**config.mk**
```make
export PLATFORM = sky130hd
export DESIGN_NAME = issue_queue_rr_flat
export DESIGN_NICKNAME = d
export VERILOG_FILES = /design/src/rtl/issue_queue_rr_pkg.sv /design/src/rtl/issue_queue_rr_if.sv /design/src/rtl/issue_queue_rr_rr_arbiter.sv /design/src/rtl/issue_queue_rr.sv /design/src/flat_wrapper.sv
export SDC_FILE = /design/constraint.sdc
export NUM_CORES = 1
export LEC_CHECK = 0
export ABC_AREA = 1
export BUFFER_PORTS_ARGS = -buffer_cell sky130_fd_sc_hd__buf_2
export CAP_MARGIN = 25
export CORE_MARGIN = 4
export CORE_UTILIZATION = 50
export CTS_CLUSTER_SIZE = 14
export DETAILED_ROUTE_END_ITERATION = 6
export GPL_TIMING_DRIVEN = 1
export PLACE_DENSITY_LB_ADDON = 0.05
export SLEW_MARGIN = 20
export SYNTH_ARGS = -nofsm -noshare
export SYNTH_HDL_FRONTEND = slang
export SYNTH_HIERARCHICAL = 1
export SYNTH_SLANG_ARGS = --single-unit
```
**constraint.sdc**
```tcl
create_clock -name clk -period 3.08 [get_ports clk]
set_clock_uncertainty 0.1 [all_clocks]
set_input_delay 0.154 -clock clk [delete_from_list [all_inputs] [get_ports clk]]
set_output_delay 0.154 -clock clk [all_outputs]
set_load 0.02 [all_outputs]
```
**src/rtl/issue_queue_rr_pkg.sv**
```systemverilog
// -----------------------------------------------------------------------------
// tomasula_types
// Shared types for the issue queue and its neighbours: the decoded control
// word that flows from the instruction register to the reservation stations,
// the operation class enum, and the idle word shown when nothing is queued.
// -----------------------------------------------------------------------------
package tomasula_types;

  // BRANCH is encoded as zero so that the idle word is the all-zero pattern.
  typedef enum logic [2:0] {
    BRANCH = 3'd0,
    ALU    = 3'd1,
    LOAD   = 3'd2,
    STORE  = 3'd3,
    MUL    = 3'd4
  } op_t;

  typedef struct packed {
    op_t         op;
    logic [4:0]  rd;
    logic [4:0]  rs1;
    logic [4:0]  rs2;
    logic [15:0] imm;
  } ctl_word;

  localparam ctl_word IQ_IDLE_WORD = '{op: BRANCH, rd: '0, rs1: '0, rs2: '0, imm: '0};

endpackage

```
**src/rtl/issue_queue_rr_if.sv**
```systemverilog
// -----------------------------------------------------------------------------
// issue_queue_rr_if
// Bundles the enqueue handshake, flush, downstream free/full flags, dispatch
// strobes and status outputs of the issue queue.
//   master : the surrounding pipeline (IR, ROB, reservation stations)
//   slave  : the issue queue itself
// Signals:
//   enq_valid/enq_word/enq_ack  enqueue handshake from the IR
//   flush                       mispredict recovery, empties the queue
//   rob_full, rs_empty, resbr_empty  downstream availability
//   rs_load, resbr_load, rob_load    dispatch strobes
//   ctl_o, count, full, empty        head word and occupancy
// -----------------------------------------------------------------------------
interface issue_queue_rr_if #(
  parameter int DEPTH  = 8,
  parameter int NUM_RS = 4,
  parameter int CNT_W  = $clog2(DEPTH + 1)
);
  import tomasula_types::*;

  logic              enq_valid;
  ctl_word           enq_word;
  logic              enq_ack;
  logic              flush;
  logic              rob_full;
  logic [NUM_RS-1:0] rs_empty;
  logic              resbr_empty;
  logic [NUM_RS-1:0] rs_load;
  logic              resbr_load;
  logic              rob_load;
  ctl_word           ctl_o;
  logic [CNT_W-1:0]  count;
  logic              full;
  logic              empty;

  modport master (
    output enq_valid, enq_word, flush, rob_full, rs_empty, resbr_empty,
    input  enq_ack, rs_load, resbr_load, rob_load, ctl_o, count, full, empty
  );

  modport slave (
    input  enq_valid, enq_word, flush, rob_full, rs_empty, resbr_empty,
    output enq_ack, rs_load, resbr_load, rob_load, ctl_o, count, full, empty
  );

endinterface

```
**src/rtl/issue_queue_rr_rr_arbiter.sv**
```systemverilog
// -----------------------------------------------------------------------------
// rr_arbiter
// Purely combinational round-robin pick: scans req upward starting at ptr,
// wrapping modulo N, and grants the first set bit.
// Ports:
//   req         request vector (one bit per requester)
//   ptr         index where the search starts
//   grant       one-hot grant, all zero when nothing requests
//   grant_idx   index of the granted bit
//   grant_valid at least one request was present
// -----------------------------------------------------------------------------
module rr_arbiter #(
  parameter int N  = 4,
  parameter int PW = (N > 1) ? $clog2(N) : 1
) (
  input  logic [N-1:0]  req,
  input  logic [PW-1:0] ptr,
  output logic [N-1:0]  grant,
  output logic [PW-1:0] grant_idx,
  output logic          grant_valid
);

  int          pos;
  logic [PW-1:0] idx;

  // Walk the N candidate positions in priority order; once one is granted
  // the rest of the scan is ignored.
  always_comb begin
    grant       = '0;
    grant_idx   = '0;
    grant_valid = 1'b0;
    pos         = 0;
    idx         = '0;
    for (int i = 0; i < N; i++) begin
      pos = (int'(ptr) + i) % N;
      idx = PW'(pos);
      if (!grant_valid && req[idx]) begin
        grant_valid = 1'b1;
        grant_idx   = idx;
        grant[idx]  = 1'b1;
      end
    end
  end

endmodule

```
**src/rtl/issue_queue_rr.sv**
```systemverilog
// -----------------------------------------------------------------------------
// issue_queue_rr
// In-order instruction issue queue between the instruction register and the
// Tomasulo reservation stations / ROB. Words are buffered in a DEPTH-entry
// circular buffer; the head entry dispatches to the branch RS if it is a
// branch, otherwise to a general RS chosen round-robin among the free ones.
// Ports:
//   clk, rst_n  clock (rising edge) and asynchronous active-low reset
//   bus         issue_queue_rr_if.slave: enqueue handshake, flush,
//               downstream availability, dispatch strobes, head word,
//               occupancy (count/full/empty)
// Optional build macro ISSUE_Q_PERF_CNT_EN adds two saturating 32-bit stall
// counters as extra ports:
//   stall_rob_cnt  cycles with a queued head blocked by a full ROB
//   stall_rs_cnt   cycles with a queued head blocked by no free station
// -----------------------------------------------------------------------------
module issue_queue_rr
  import tomasula_types::*;
#(
  parameter int DEPTH  = 8,
  parameter int NUM_RS = 4,
  parameter int CNT_W  = $clog2(DEPTH + 1)
) (
  input  logic clk,
  input  logic rst_n,
  issue_queue_rr_if.slave bus
`ifdef ISSUE_Q_PERF_CNT_EN
  ,
  output logic [31:0] stall_rob_cnt,
  output logic [31:0] stall_rs_cnt
`endif
);

  localparam int PTR_W = $clog2(DEPTH);
  localparam int RR_W  = (NUM_RS > 1) ? $clog2(NUM_RS) : 1;

  ctl_word          buffer [DEPTH];
  logic [PTR_W-1:0] head;
  logic [PTR_W-1:0] tail;
  logic [CNT_W-1:0] count;
  logic [RR_W-1:0]  rr;

  logic             full;
  logic             empty;
  logic             enq_ack;
  ctl_word          head_word;
  logic             head_is_branch;
  logic             can_issue;
  logic             dispatch;

  logic [NUM_RS-1:0] grant;
  logic [RR_W-1:0]   grant_idx;
  logic              grant_valid;
  logic [RR_W-1:0]   rr_next;

  assign full  = (count == CNT_W'(DEPTH));
  assign empty = (count == '0);

  // rst_n is folded in so the handshake reads 0 while reset is held, even
  // if the IR keeps enq_valid high.
  assign enq_ack = bus.enq_valid & ~full & ~bus.flush & rst_n;

  assign head_word      = buffer[head];
  assign head_is_branch = (head_word.op == BRANCH);

  // Everything downstream of the head hinges on this: something queued,
  // a ROB slot available, and no recovery in progress.
  assign can_issue = ~empty & ~bus.rob_full & ~bus.flush;

  rr_arbiter #(
    .N  (NUM_RS),
    .PW (RR_W)
  ) u_rr_arbiter (
    .req         (bus.rs_empty),
    .ptr         (rr),
    .grant       (grant),
    .grant_idx   (grant_idx),
    .grant_valid (grant_valid)
  );

  // The pointer moves one past the station just granted so the next search
  // starts with its neighbour.
  assign rr_next = (grant_idx == RR_W'(NUM_RS - 1)) ? '0 : grant_idx + RR_W'(1);

  // Dispatch decision and strobes. A stalled branch blocks everything
  // behind it because only the head is ever considered.
  always_comb begin
    dispatch       = 1'b0;
    bus.rs_load    = '0;
    bus.resbr_load = 1'b0;
    if (can_issue) begin
      if (head_is_branch) begin
        dispatch       = bus.resbr_empty;
        bus.resbr_load = bus.resbr_empty;
      end else begin
        dispatch    = grant_valid;
        bus.rs_load = grant;
      end
    end
  end

  assign bus.rob_load = dispatch;
  assign bus.enq_ack  = enq_ack;
  assign bus.ctl_o    = empty ? IQ_IDLE_WORD : head_word;
  assign bus.count    = count;
  assign bus.full     = full;
  assign bus.empty    = empty;

  // Storage array carries no reset; validity is tracked by head/tail/count.
  always_ff @(posedge clk) begin
    if (enq_ack) begin
      buffer[tail] <= bus.enq_word;
    end
  end

  // Pointers and occupancy. Flush wins over both enqueue and dispatch; the
  // pointers wrap naturally because DEPTH is a power of two.
  always_ff @(posedge clk or negedge rst_n) begin
    if (!rst_n) begin
      head  <= '0;
      tail  <= '0;
      count <= '0;
    end else if (bus.flush) begin
      head  <= '0;
      tail  <= '0;
      count <= '0;
    end else begin
      if (enq_ack) begin
        tail <= tail + 1'b1;
      end
      if (dispatch) begin
        head <= head + 1'b1;
      end
      unique case ({enq_ack, dispatch})
        2'b10:   count <= count + 1'b1;
        2'b01:   count <= count - 1'b1;
        default: count <= count;
      endcase
    end
  end

  // Round-robin pointer only moves on a general-station dispatch; a flush
  // leaves it untouched so fairness survives mispredict recovery.
  always_ff @(posedge clk or negedge rst_n) begin
    if (!rst_n) begin
      rr <= '0;
    end else if (dispatch && !head_is_branch) begin
      rr <= rr_next;
    end
  end

`ifdef ISSUE_Q_PERF_CNT_EN
  // Stall accounting: a full ROB and a missing free station are counted
  // separately; both saturate rather than wrap.
  always_ff @(posedge clk or negedge rst_n) begin
    if (!rst_n) begin
      stall_rob_cnt <= '0;
      stall_rs_cnt  <= '0;
    end else begin
      if (~empty && bus.rob_full && ~bus.flush && (stall_rob_cnt != '1)) begin
        stall_rob_cnt <= stall_rob_cnt + 1'b1;
      end
      if (can_issue && !dispatch && (stall_rs_cnt != '1)) begin
        stall_rs_cnt <= stall_rs_cnt + 1'b1;
      end
    end
  end
`endif

endmodule

```
**src/flat_wrapper.sv**
```systemverilog
// flat-port wrapper written by rule: the top's interface ports become plain ports
module issue_queue_rr_flat import tomasula_types::*;
#(
  parameter int DEPTH  = 8,
  parameter int NUM_RS = 4,
  parameter int CNT_W  = $clog2(DEPTH + 1)
)
  (clk, rst_n, bus_enq_valid, bus_enq_word, bus_flush, bus_rob_full, bus_rs_empty, bus_resbr_empty, bus_enq_ack, bus_rs_load, bus_resbr_load, bus_rob_load, bus_ctl_o, bus_count, bus_full, bus_empty);
  issue_queue_rr_if #(.DEPTH(DEPTH), .NUM_RS(NUM_RS), .CNT_W(CNT_W)) bus_i ();
  input  logic clk;
  input  logic rst_n;
  input wire logic [$bits(bus_i.enq_valid)-1:0] bus_enq_valid;
  input wire logic [$bits(bus_i.enq_word)-1:0] bus_enq_word;
  input wire logic [$bits(bus_i.flush)-1:0] bus_flush;
  input wire logic [$bits(bus_i.rob_full)-1:0] bus_rob_full;
  input wire logic [$bits(bus_i.rs_empty)-1:0] bus_rs_empty;
  input wire logic [$bits(bus_i.resbr_empty)-1:0] bus_resbr_empty;
  output wire logic [$bits(bus_i.enq_ack)-1:0] bus_enq_ack;
  output wire logic [$bits(bus_i.rs_load)-1:0] bus_rs_load;
  output wire logic [$bits(bus_i.resbr_load)-1:0] bus_resbr_load;
  output wire logic [$bits(bus_i.rob_load)-1:0] bus_rob_load;
  output wire logic [$bits(bus_i.ctl_o)-1:0] bus_ctl_o;
  output wire logic [$bits(bus_i.count)-1:0] bus_count;
  output wire logic [$bits(bus_i.full)-1:0] bus_full;
  output wire logic [$bits(bus_i.empty)-1:0] bus_empty;
  assign bus_i.enq_valid = bus_enq_valid;
  assign bus_i.enq_word = bus_enq_word;
  assign bus_i.flush = bus_flush;
  assign bus_i.rob_full = bus_rob_full;
  assign bus_i.rs_empty = bus_rs_empty;
  assign bus_i.resbr_empty = bus_resbr_empty;
  assign bus_enq_ack = bus_i.enq_ack;
  assign bus_rs_load = bus_i.rs_load;
  assign bus_resbr_load = bus_i.resbr_load;
  assign bus_rob_load = bus_i.rob_load;
  assign bus_ctl_o = bus_i.ctl_o;
  assign bus_count = bus_i.count;
  assign bus_full = bus_i.full;
  assign bus_empty = bus_i.empty;
  issue_queue_rr #(.DEPTH(DEPTH), .NUM_RS(NUM_RS), .CNT_W(CNT_W)) u_core (.clk(clk), .rst_n(rst_n), .bus(bus_i));
endmodule
```
==> results.cfg <==
[status]
status = finished clean

[drt]
post_drt_wl_per_cell_microns = 18.1
ant_nets = 0
viasPerCell = 5.38
dr.pass1.iters = 7
vias = 7885
routed_wl_microns = 26500
initialDrtViolationCount = 620
post-route-drc-count = 0

[cells_and_area]
area_growth_pct = 18.7
final.fill_count = 1946
antenna_cells = 0
final_cell_mix = edfxtp_1, nor2_1, o21ai_0
drive_gt1_frac = 0.176
stdcell_count = 1465
regArea_sq_um = 8480
layout_commonest_cell = edfxtp_1
fin_nets = 1181
multiInputGateArea_sq_um = 3010

[placed_design]
hpwl_microns = 14600
io_buffers = 90
dp_cells = 1378
globalplace.congestion = 0.842

[timing]
max-slew-margin-rel = 0.586
rsz0062_at_grt = no
tightestPinTransition_ns = 0.619
finalHoldViolations = 0
setup_viol = 0
finalMaxSlewViolations = 0
fmax_mhz = 341
setup_tns_ns = 0
fin_crit_ns = 2.93
finalCritPeriodShare = 0.952

[logic_synthesis]
syn_inst = 995
synth-seq-cells = 284
syn-num-nets = 1049
synth-warning-count = 6
synth_edf_count = 272
synth_cell_types = 32
synth_ff_type = edfxtp_1
syn-cell-area_sq_um = 11900
synth_area_per_cell_sq_um = 11.9
yosysSeqAreaShare = 0.714
async_flop_share = 0.0423

[clock_tree]
clockBufferDepth = 3
clock_latency_ns = 0.53
cts_htree_levels = 1
cts_tree = yes
cts_setup_buffers = 0
numCtsBuffers = 29
clkSinkCount = 284
path_clk_slew_ns = 0.06
cts-root-buf = clkbuf_16

[power_and_ir_drop]
pwr-share-comb = 0.352
p_sw_frac = 0.367
p_total_mw = 11.6
cell_internal_pwr_mw = 7.33
seqPwrFrac = 0.383
p_per_area_nw_per_um2 = 822
vdd_ir_drop_max_v = 0.000583
p_switching_mw = 4.25
power_leakage_nw = 5.21
clkPwrFrac = 0.265

[die]
die_h_microns = 162
die-area_sq_um = 26200
io_pins = 91
start_util = 0.507
coreArea_sq_um = 23400
die_x_microns = 162
row_count = 56

[grt]
track_usage = 0.205
antenna_found_initial = 0
grt_pass1_wl_microns = 43100
grt_max_degree = 63
grt_pass1_vias = 7904
grt-ovfl-total = 0

[worst_setup_path]
start_kind = register
critical_path_arrival_ns = 2.68
crit_top_cell = o21ai_0
crit_path_max_fanout = 55
max_stage_delay_ns = 0.51
cp-end-kind = primary output
slowest_stage = dfrtp_2
path_delay_family = buffers and inverters
crit_buf_inv = 3
path_class = reg2out
crit_chain = inv_2 > buf_12 > o21ai_0 > o22ai_1 > o21ai_0 > a31oi_1 > buf_2
required_ns = 2.83

[worst_hold_path]
hold_class = in2reg

[run]
maxCapViolCount = 0
==> power by group through the flow <==
stage          logic [mW]  registers [mW]  clock network (mW)
2_1_floorplan        2.80            4.49                   0
3_3_place_gp         4.00            4.51                   0
3_5_place_dp         4.03            4.51                   0
4_1_cts              4.08            4.43                3.14
5_1_grt              4.56            4.45                3.33
6_report             4.07            4.44                3.07
==> cells in the mapped netlist (2+ instances only) <==
master    count  share of area
a21boi_0      4         0.0025
a21oi_1       8         0.0034
a31oi_1      31          0.016
buf_1         4         0.0013
buf_2         5         0.0021
buf_6         2         0.0019
clkbuf_1     43          0.014
dfrtp_1      12          0.025
edfxtp_1    272           0.69
ha_1         10          0.011
inv_1        55          0.017
inv_2         4         0.0013
nand2_1      70          0.022
nand2_2      13         0.0069
nand2_4       3         0.0028
nand3_1      41          0.017
nand3_4       2         0.0030
nand4_1       9         0.0047
nor2_1      202          0.064
nor2_4        2         0.0019
o21ai_0     160          0.068
o22ai_1      32          0.017
xnor2_1       2         0.0015
==> state kept, by name, indices dropped and copies added (netlist names) <==
name,count
u_core/tail,3
u_core/head,3
u_core/buffer,272
u_core/bus.count,4
u_core/rr,2
==> cell type report <==
cell class	count	share of cell area
clock buffers	35	0.0532
multi-input cells	596	0.214
inverters	60	0.0163
repair buffers	156	0.0814
clock inverters	15	0.00507
well taps	319	0.0284
flip-flops and latches	284	0.602
==> cells by family after synthesis <==
logic type / synth area share
compound gates: 0.110
xor+xnor: 0.00148
fa+ha+maj: 0.0106
buf+inv: 0.0386
flops: 0.714
mux: 0.000949
simple gates: 0.125
==> through the flow <==
stage | utilization | setup WS, ns | hold WS [ns] | area [sq um]
after CTS | 0.601 | 0.118 | 0.00927 | 14100
after global placement | 0.550 | 0.302 | -0.0243 | 12900
after global routing | 0.601 | 0.0193 | 0.0670 | 14100
after floorplan | - | -0.208 | -0.242 | 11900
final | 0.601 | 0.148 | 0.0233 | 14100
after detailed placement | 0.550 | 0.170 | -0.0231 | 12900
==> timing repair <==
item / in CTS / in global routing
setup endpoints to repair: 1 / 7
gates resized for setup: 1 / 4
hold buffers: 37 / 0
pin swaps: 0 / 0
endpoints found under the hold margin: 290 / 0
==> worst min-delay path: cells and delay by family <==
kind	cells	cell delay, ns
AND/OR/NAND/NOR	4	0.31
buffers and inverters	1	0.08
AO/OA/AOI/OAI	1	0.07
==> routing by layer <==
layer / GRT usage / up-vias / part of all wire
met4: 0.0473 / 0 / 0.020
met5: 0 / - / 0
met2: 0.351 / 199 / 0.49
met1: 0.285 / 3824 / 0.44
li1: - / 3824 / -
met3: 0.0266 / 38 / 0.047
==> final timing paths <==
check,start,end,slack (ns),cells after the start
max,u_core/head[1],bus_ctl_o[1],0.15,7
min,bus_rob_full,u_core/rr[0],0.02,6
max reg2reg,u_core/rr[1],u_core/bus.count[3],0.29,20
min reg2reg,u_core/bus.count[3],u_core/bus.count[3],0.48,2
max in group asynchronous,rst_n,u_core/head[0],1.78,3
min in group asynchronous,rst_n,u_core/rr[0],0.64,3
(Power assumes the default switching activity.)
